**config.mk**
```make
export PLATFORM = sky130hd
export DESIGN_NAME = main_ctrl_fsm_flat
export DESIGN_NICKNAME = d
export VERILOG_FILES = /design/src/rtl/main_ctrl_fsm_if.sv /design/src/rtl/main_ctrl_fsm.sv /design/src/flat_wrapper.sv
export SDC_FILE = /design/constraint.sdc
export NUM_CORES = 1
export LEC_CHECK = 0
export BUFFER_PORTS_ARGS = -buffer_cell sky130_fd_sc_hd__buf_2
export CAP_MARGIN = 30
export CELL_PAD_IN_SITES_DETAIL_PLACEMENT = 0
export CELL_PAD_IN_SITES_GLOBAL_PLACEMENT = 1
export CORE_MARGIN = 3
export CORE_UTILIZATION = 29
export DETAILED_ROUTE_END_ITERATION = 6
export HOLD_SLACK_MARGIN = 0.15
export PLACE_DENSITY_LB_ADDON = 0.25
export SYNTH_ARGS = -nofsm -noshare
export SYNTH_HDL_FRONTEND = slang
export SYNTH_SLANG_ARGS = --single-unit
```
**constraint.sdc**
```tcl
create_clock -name clk -period 1.8 [get_ports clk]
set_input_delay 0.36 -clock clk [delete_from_list [all_inputs] [get_ports clk]]
set_output_delay 0.36 -clock clk [all_outputs]
set_load 0.05 [all_outputs]
```
**src/rtl/main_ctrl_fsm_if.sv**
```systemverilog
// ---------------------------------------------------------------------------
// main_ctrl_fsm_if
// Handshake/bus bundle between the main control FSM and the datapath/memory.
//
// Signals (direction seen from the controller, modport master):
//   instr      in   32  instruction word (IR contents / memory read data)
//   mem_ack    in    1  memory completion strobe
//   br_taken   in    1  branch-compare result from the ALU
//   mem_req    out   1  memory request, held until mem_ack
//   mem_we     out   1  1 = store, 0 = read
//   ir_we      out   1  instruction-register load strobe
//   pc_we      out   1  PC update strobe
//   pc_src     out   2  0 = PC+4, 1 = branch target, 2 = JAL target
//   reg_we     out   1  register-file write strobe
//   wb_sel     out   2  0 = ALU, 1 = memory data, 2 = PC+4
//   ALU_INST   out   3  ALU class for ALU_CU
//   INST       out   4  {instr[30], instr[14:12]} for ALU_CU
//   trap       out   1  sticky fault flag
//   trap_cause out   2  0 = none, 1 = illegal opcode, 2 = memory timeout
//   state      out   3  current state encoding
// The slave modport is the datapath/memory side.
// ---------------------------------------------------------------------------
interface main_ctrl_fsm_if;
    logic [31:0] instr;
    logic        mem_ack;
    logic        br_taken;
    logic        mem_req;
    logic        mem_we;
    logic        ir_we;
    logic        pc_we;
    logic [1:0]  pc_src;
    logic        reg_we;
    logic [1:0]  wb_sel;
    logic [2:0]  ALU_INST;
    logic [3:0]  INST;
    logic        trap;
    logic [1:0]  trap_cause;
    logic [2:0]  state;

    modport master (
        input  instr, mem_ack, br_taken,
        output mem_req, mem_we, ir_we, pc_we, pc_src, reg_we, wb_sel,
               ALU_INST, INST, trap, trap_cause, state
    );

    modport slave (
        output instr, mem_ack, br_taken,
        input  mem_req, mem_we, ir_we, pc_we, pc_src, reg_we, wb_sel,
               ALU_INST, INST, trap, trap_cause, state
    );
endinterface

```
**src/rtl/main_ctrl_fsm.sv**
```systemverilog
// ---------------------------------------------------------------------------
// main_ctrl_fsm
// Multi-cycle control unit: FETCH -> DECODE -> EXEC -> (MEM) -> (WB) -> FETCH,
// with a sticky TRAP state for illegal opcodes and memory timeouts.
//
// Ports:
//   clk   in  1  single clock, rising edge
//   rstn  in  1  asynchronous active-low reset
//   bus   main_ctrl_fsm_if.master (see interface header for signal list)
//
// Parameter:
//   MEM_TIMEOUT  consecutive cycles of mem_req=1/mem_ack=0 that cause a trap
// ---------------------------------------------------------------------------
module main_ctrl_fsm #(
    parameter int MEM_TIMEOUT = 15
) (
    input  logic              clk,
    input  logic              rstn,
    main_ctrl_fsm_if.master   bus
);

    typedef enum logic [2:0] {
        FETCH  = 3'd0,
        DECODE = 3'd1,
        EXEC   = 3'd2,
        MEM    = 3'd3,
        WB     = 3'd4,
        TRAP   = 3'd7
    } state_t;

    typedef enum logic [2:0] {
        K_R, K_I, K_LOAD, K_STORE, K_BRANCH, K_LUI, K_JAL, K_ILL
    } kind_t;

    localparam int CNT_W = $clog2(MEM_TIMEOUT + 1);

    state_t           state_q, state_d;
    logic [1:0]       cause_q, cause_d;
    logic [CNT_W-1:0] wait_q;
    logic             run_q;
    kind_t            kind_q;
    logic [2:0]       alu_q;
    logic [3:0]       inst_q;
    logic             mem_req_c;
    logic             timeout_c;
    logic             unused_instr_bits;

    function automatic kind_t decode_kind(input logic [6:0] opcode);
        kind_t k;
        unique case (opcode)
            7'b0110011: k = K_R;
            7'b0010011: k = K_I;
            7'b0000011: k = K_LOAD;
            7'b0100011: k = K_STORE;
            7'b1100011: k = K_BRANCH;
            7'b0110111: k = K_LUI;
            7'b1101111: k = K_JAL;
            default:    k = K_ILL;
        endcase
        return k;
    endfunction

    function automatic logic [2:0] alu_class(input kind_t k);
        logic [2:0] a;
        unique case (k)
            K_R:      a = 3'd2;
            K_I:      a = 3'd3;
            K_BRANCH: a = 3'd1;
            K_LUI:    a = 3'd4;
            default:  a = 3'd0;   // LOAD/STORE/JAL use add
        endcase
        return a;
    endfunction

    assign unused_instr_bits = ^{bus.instr[31], bus.instr[29:15], bus.instr[11:7]};

    // run_q holds every output at 0 between reset release and the first edge,
    // so mem_req only appears once the FSM is actually clocking.
    assign mem_req_c = run_q && ((state_q == FETCH) || (state_q == MEM));

    // Fires on the cycle that would be the MEM_TIMEOUT-th waiting cycle; a
    // mem_ack in that cycle suppresses it.
    assign timeout_c = mem_req_c && !bus.mem_ack &&
                       (wait_q == CNT_W'(MEM_TIMEOUT - 1));

    // State register, wait counter, sticky cause
    always_ff @(posedge clk or negedge rstn) begin
        if (!rstn) begin
            state_q <= FETCH;
            cause_q <= 2'd0;
            wait_q  <= '0;
            run_q   <= 1'b0;
        end else begin
            run_q   <= 1'b1;
            state_q <= state_d;
            cause_q <= cause_d;
            if (state_d != state_q)
                wait_q <= '0;
            else if (mem_req_c && !bus.mem_ack)
                wait_q <= wait_q + CNT_W'(1);
        end
    end

    // Instruction class and ALU_CU fields, captured in DECODE; only visible
    // in EXEC/MEM/WB, so no reset needed.
    always_ff @(posedge clk) begin
        if (state_q == DECODE) begin
            kind_q <= decode_kind(bus.instr[6:0]);
            alu_q  <= alu_class(decode_kind(bus.instr[6:0]));
            inst_q <= {bus.instr[30], bus.instr[14:12]};
        end
    end

    // Next-state logic
    always_comb begin
        state_d = state_q;
        cause_d = cause_q;
        unique case (state_q)
            FETCH: begin
                if (mem_req_c && bus.mem_ack) begin
                    state_d = DECODE;
                end else if (timeout_c) begin
                    state_d = TRAP;
                    cause_d = 2'd2;
                end
            end
            DECODE: begin
                if (decode_kind(bus.instr[6:0]) == K_ILL) begin
                    state_d = TRAP;
                    cause_d = 2'd1;
                end else begin
                    state_d = EXEC;
                end
            end
            EXEC: begin
                unique case (kind_q)
                    K_R, K_I, K_LUI:  state_d = WB;
                    K_LOAD, K_STORE:  state_d = MEM;
                    default:          state_d = FETCH;
                endcase
            end
            MEM: begin
                if (bus.mem_ack) begin
                    state_d = (kind_q == K_STORE) ? FETCH : WB;
                end else if (timeout_c) begin
                    state_d = TRAP;
                    cause_d = 2'd2;
                end
            end
            WB:      state_d = FETCH;
            TRAP:    state_d = TRAP;
            default: state_d = FETCH;
        endcase
    end

    // Output logic
    always_comb begin
        bus.mem_req    = mem_req_c;
        bus.mem_we     = 1'b0;
        bus.ir_we      = 1'b0;
        bus.pc_we      = 1'b0;
        bus.pc_src     = 2'd0;
        bus.reg_we     = 1'b0;
        bus.wb_sel     = 2'd0;
        bus.ALU_INST   = 3'd0;
        bus.INST       = 4'd0;
        bus.trap       = 1'b0;
        bus.trap_cause = cause_q;
        bus.state      = state_q;
        if (run_q) begin
            unique case (state_q)
                FETCH: bus.ir_we = bus.mem_ack;
                EXEC: begin
                    bus.ALU_INST = alu_q;
                    bus.INST     = inst_q;
                    if (kind_q == K_BRANCH) begin
                        bus.pc_we  = 1'b1;
                        bus.pc_src = bus.br_taken ? 2'd1 : 2'd0;
                    end else if (kind_q == K_JAL) begin
                        bus.reg_we = 1'b1;
                        bus.wb_sel = 2'd2;
                        bus.pc_we  = 1'b1;
                        bus.pc_src = 2'd2;
                    end
                end
                MEM: begin
                    bus.ALU_INST = alu_q;
                    bus.INST     = inst_q;
                    bus.mem_we   = (kind_q == K_STORE);
                    bus.pc_we    = bus.mem_ack && (kind_q == K_STORE);
                end
                WB: begin
                    bus.ALU_INST = alu_q;
                    bus.INST     = inst_q;
                    bus.reg_we   = 1'b1;
                    bus.wb_sel   = (kind_q == K_LOAD) ? 2'd1 : 2'd0;
                    bus.pc_we    = 1'b1;
                end
                TRAP:    bus.trap = 1'b1;
                default: ;
            endcase
        end
    end

endmodule
```
**src/flat_wrapper.sv**
```systemverilog
// flat-port wrapper written by rule: the top's interface ports become plain ports
module main_ctrl_fsm_flat 
#(
    parameter int MEM_TIMEOUT = 15
)
  (clk, rstn, bus_instr, bus_mem_ack, bus_br_taken, bus_mem_req, bus_mem_we, bus_ir_we, bus_pc_we, bus_pc_src, bus_reg_we, bus_wb_sel, bus_ALU_INST, bus_INST, bus_trap, bus_trap_cause, bus_state);
  main_ctrl_fsm_if bus_i ();
  input  logic clk;
  input  logic rstn;
  input wire logic [$bits(bus_i.instr)-1:0] bus_instr;
  input wire logic [$bits(bus_i.mem_ack)-1:0] bus_mem_ack;
  input wire logic [$bits(bus_i.br_taken)-1:0] bus_br_taken;
  output wire logic [$bits(bus_i.mem_req)-1:0] bus_mem_req;
  output wire logic [$bits(bus_i.mem_we)-1:0] bus_mem_we;
  output wire logic [$bits(bus_i.ir_we)-1:0] bus_ir_we;
  output wire logic [$bits(bus_i.pc_we)-1:0] bus_pc_we;
  output wire logic [$bits(bus_i.pc_src)-1:0] bus_pc_src;
  output wire logic [$bits(bus_i.reg_we)-1:0] bus_reg_we;
  output wire logic [$bits(bus_i.wb_sel)-1:0] bus_wb_sel;
  output wire logic [$bits(bus_i.ALU_INST)-1:0] bus_ALU_INST;
  output wire logic [$bits(bus_i.INST)-1:0] bus_INST;
  output wire logic [$bits(bus_i.trap)-1:0] bus_trap;
  output wire logic [$bits(bus_i.trap_cause)-1:0] bus_trap_cause;
  output wire logic [$bits(bus_i.state)-1:0] bus_state;
  assign bus_i.instr = bus_instr;
  assign bus_i.mem_ack = bus_mem_ack;
  assign bus_i.br_taken = bus_br_taken;
  assign bus_mem_req = bus_i.mem_req;
  assign bus_mem_we = bus_i.mem_we;
  assign bus_ir_we = bus_i.ir_we;
  assign bus_pc_we = bus_i.pc_we;
  assign bus_pc_src = bus_i.pc_src;
  assign bus_reg_we = bus_i.reg_we;
  assign bus_wb_sel = bus_i.wb_sel;
  assign bus_ALU_INST = bus_i.ALU_INST;
  assign bus_INST = bus_i.INST;
  assign bus_trap = bus_i.trap;
  assign bus_trap_cause = bus_i.trap_cause;
  assign bus_state = bus_i.state;
  main_ctrl_fsm #(.MEM_TIMEOUT(MEM_TIMEOUT)) u_core (.clk(clk), .rstn(rstn), .bus(bus_i));
endmodule
```
==> flow_summary.yaml <==
timing:
  clock_skew_ns: 0.003856
  max_freq_mhz: 549.7
  tns_ns: -0.02472
  period_share: 1.011
  setup_violations: 3
  maxSlewViolCount: 0
  period_needed_ns: 1.819
  rsz0062_at_grt: "yes"
  final-hold-violation-count: 0
  worst_slack_ns: -0.01926
layout:
  fin_area_sq_um: 1923
  antennaDiodeCount: 0
  drive_gt1_frac: 0.5027
  final_util: 0.5063
  fin_nets: 222
  syn_to_final_growth_pct: 61.28
drt:
  routed_wl_um: 3066
  vias: 1168
  route.detailed.drc: 0
  firstDrtPassIters: 4
  viasPerCell: 5.056
  ant_nets: 0
  wl_per_cell_um: 13.27
  drtIter0Drc: 39
power_and_ir_drop:
  total_leakage_power_uw: 0.0008292
  peakVddDrop_mv: 0.3644
  p_per_area_nw_per_um2: 1186
die:
  fp-row-count: 22
  fp.dieW_um: 70.12
  die-area_sq_um: 4917
  die_y_um: 70.12
  start_util: 0.3139
  io_pins: 58
  coreArea_sq_um: 3799
clock_tree:
  clock_path_buffers: 2
  cts_made_buffers: 3
  cts_num_sinks: 20
  clkLatencyLatePin_ns: 0.25
  cts-root-buf: "clkbuf_8"
  clk_pin_slew_ns: 0.07
  tritoncts: "done"
  htreeDepth: 1
setup_path:
  max_stage_delay_ns: 0.47
  crit_type: "flop to primary output"
  crit_fanout: 5
  start_kind: "flop"
  cp-end-kind: "primary output"
  slowest_stage: "dfrtp_2"
  path_buf_inv: 1
  arrival_ns: 1.46
  cp.required_ns: 1.44
  crit_chain: "nor2b_4 -> nand3_4 -> nor3b_4 -> buf_6"
  cp_top_family: "simple AND/OR/NAND/NOR gates"
synth:
  ys_ff_latch: 20
  netlist_instances: 130
  synth_edf_count: 10
  ys.flop_type: "edfxtp_1"
  syn_nets: 168
  yosys.area.top_type: "edfxtp_1"
  ys_warn_count: 0
  ys_top_cells_by_area: "edfxtp_1, dfrtp_1, and2_1"
  synth-seq-area-share: 0.4617
  synth_cell_types: 43
  syn_area_sq_um: 1192
  synth_common_cells: "dfrtp_1, edfxtp_1, nand2_1, nor2_1"
  async_reset_ff_frac: 0.5000
  syn_avg_cell_area_sq_um: 9.172
  synth.top_cell.area_share: 0.2518
grt:
  grt.total_usage: 0.1257
  grt_pass1_wl_um: 4995
  grt_overflow: 0
  grt_pass1_vias: 1110
  antenna_found_initial: 0
  grt_start_max_net_pins: 12
status:
  status: "complete, but fails checks"
  violations: "negative setup slack"
placed_design:
  place_congestion: 0.8544
  portBuffers: 36
  post_dp_cell_area_sq_um: 1633
  dpl.hpwl_um: 2405
flow_run:
  drv_cap: 0
worst_hold_path:
  worstHoldPathType: "primary input to flop"
==> per-layer routing <==
metal / global-route usage / routed length [um]
met3: 0.02446 / 130
met1: 0.1581 / 1350
met2: 0.2120 / 1555
met5: 0 / 0
met4: 0.04681 / 30
==> placed cells by master (no fill, tap or decap), types with 4 or more instances in the layout <==
cell	synthesis	routed
and2_4	0	7
buf_4	0	14
dfrtp_1	10	7
a21oi_1	6	5
nor2_2	0	4
buf_8	0	8
buf_6	1	13
nor2_1	9	4
nand3_1	7	5
o21ai_0	5	4
edfxtp_1	10	10
inv_1	8	6
nand2_1	9	9
nor3_1	8	5
nand2b_1	4	4
buf_2	0	19
==> worst reg2reg max path: stages (launching register included) <==
cell      delay [ns]
dfrtp_2         0.42
buf_4           0.15
nand2b_1        0.15
or3_4           0.38
or3b_1          0.39
a21oi_1         0.16
==> logic make-up (layout without fill, tap and decap cells) <==
kind of cell               after synthesis  in the layout  synth area share
and+or+nand+nor                         62             62            0.2770
AOI/OAI and AO/OA                       27             27            0.1543
DFF                                     20             20            0.4617
buffers and inverters                   14             67           0.05141
xor gates and xnor gates                 3              3           0.02204
adders and majority gates                2              2           0.02098
other                                    1              1          0.003145
muxes                                    1              1          0.009443
==> final timing paths <==
kind / startpoint / to / slack (ns) / cells past startpoint
max: u_core.bus.state[0] / bus_pc_src[0] / -0.02 / 4
min: bus_instr[13] / u_core.inst_q[1] / 0.28 / 1
max reg2reg: u_core.bus.state[2] / u_core.wait_q[2] / 0.07 / 5
min reg2reg: u_core.bus.trap_cause[1] / u_core.bus.trap_cause[1] / 0.49 / 1
max in group asynchronous: rstn / u_core.bus.state[0] / 1.10 / 2
min in group asynchronous: rstn / u_core.wait_q[1] / 0.49 / 2
==> power breakdown <==
group / leakage (uW) / switching, uW / total (uW) / internal, uW
Combinational: 0.000590 / 791 / 1330 / 536
Clock: 0.0000231 / 135 / 286 / 151
Sequential: 0.000216 / 77.8 / 666 / 588
Total: 0.000829 / 1000 / 2280 / 1280
==> sequential cells by signal, indices dropped and copies added, names as in the netlist <==
name and count:
u_core.alu_q 3, u_core.bus.state 3, u_core.bus.trap_cause 2, u_core.inst_q 4, u_core.kind_q 3, u_core.run_q 1
u_core.wait_q 4
==> repair_timing <==
item,4_1_cts,5_1_grt
pin swaps,11,2
endpoints found under the hold margin,10,0
setup endpoints to repair,15,18
gates resized for setup,49,13
buffers inserted,3,0
hold buffers,1,0
==> per-stage QoR <==
step                setup WS [ns]  cells  power (uW)  hold WS [ns]
global route              -0.1005    231        2418        0.2689
floorplan                 -0.1400    130        1444       0.06441
finish                   -0.01926    231        2280        0.2843
detailed placement       -0.02535    223        1753        0.2381
CTS                      -0.02332    231        2239        0.2775
global placement          0.01881    223        1730        0.2315
==> cell type report <==
type	count	area [sq um]
clock buffers	3	41.29
fillers	375	1876
multi-input cells	96	757.0
inverters	8	30.03
well taps	48	60.06
clock inverters	1	3.754
repair buffers	55	476.7
flip-flops and latches	20	554.3
Power figures use the tool's default switching activity.
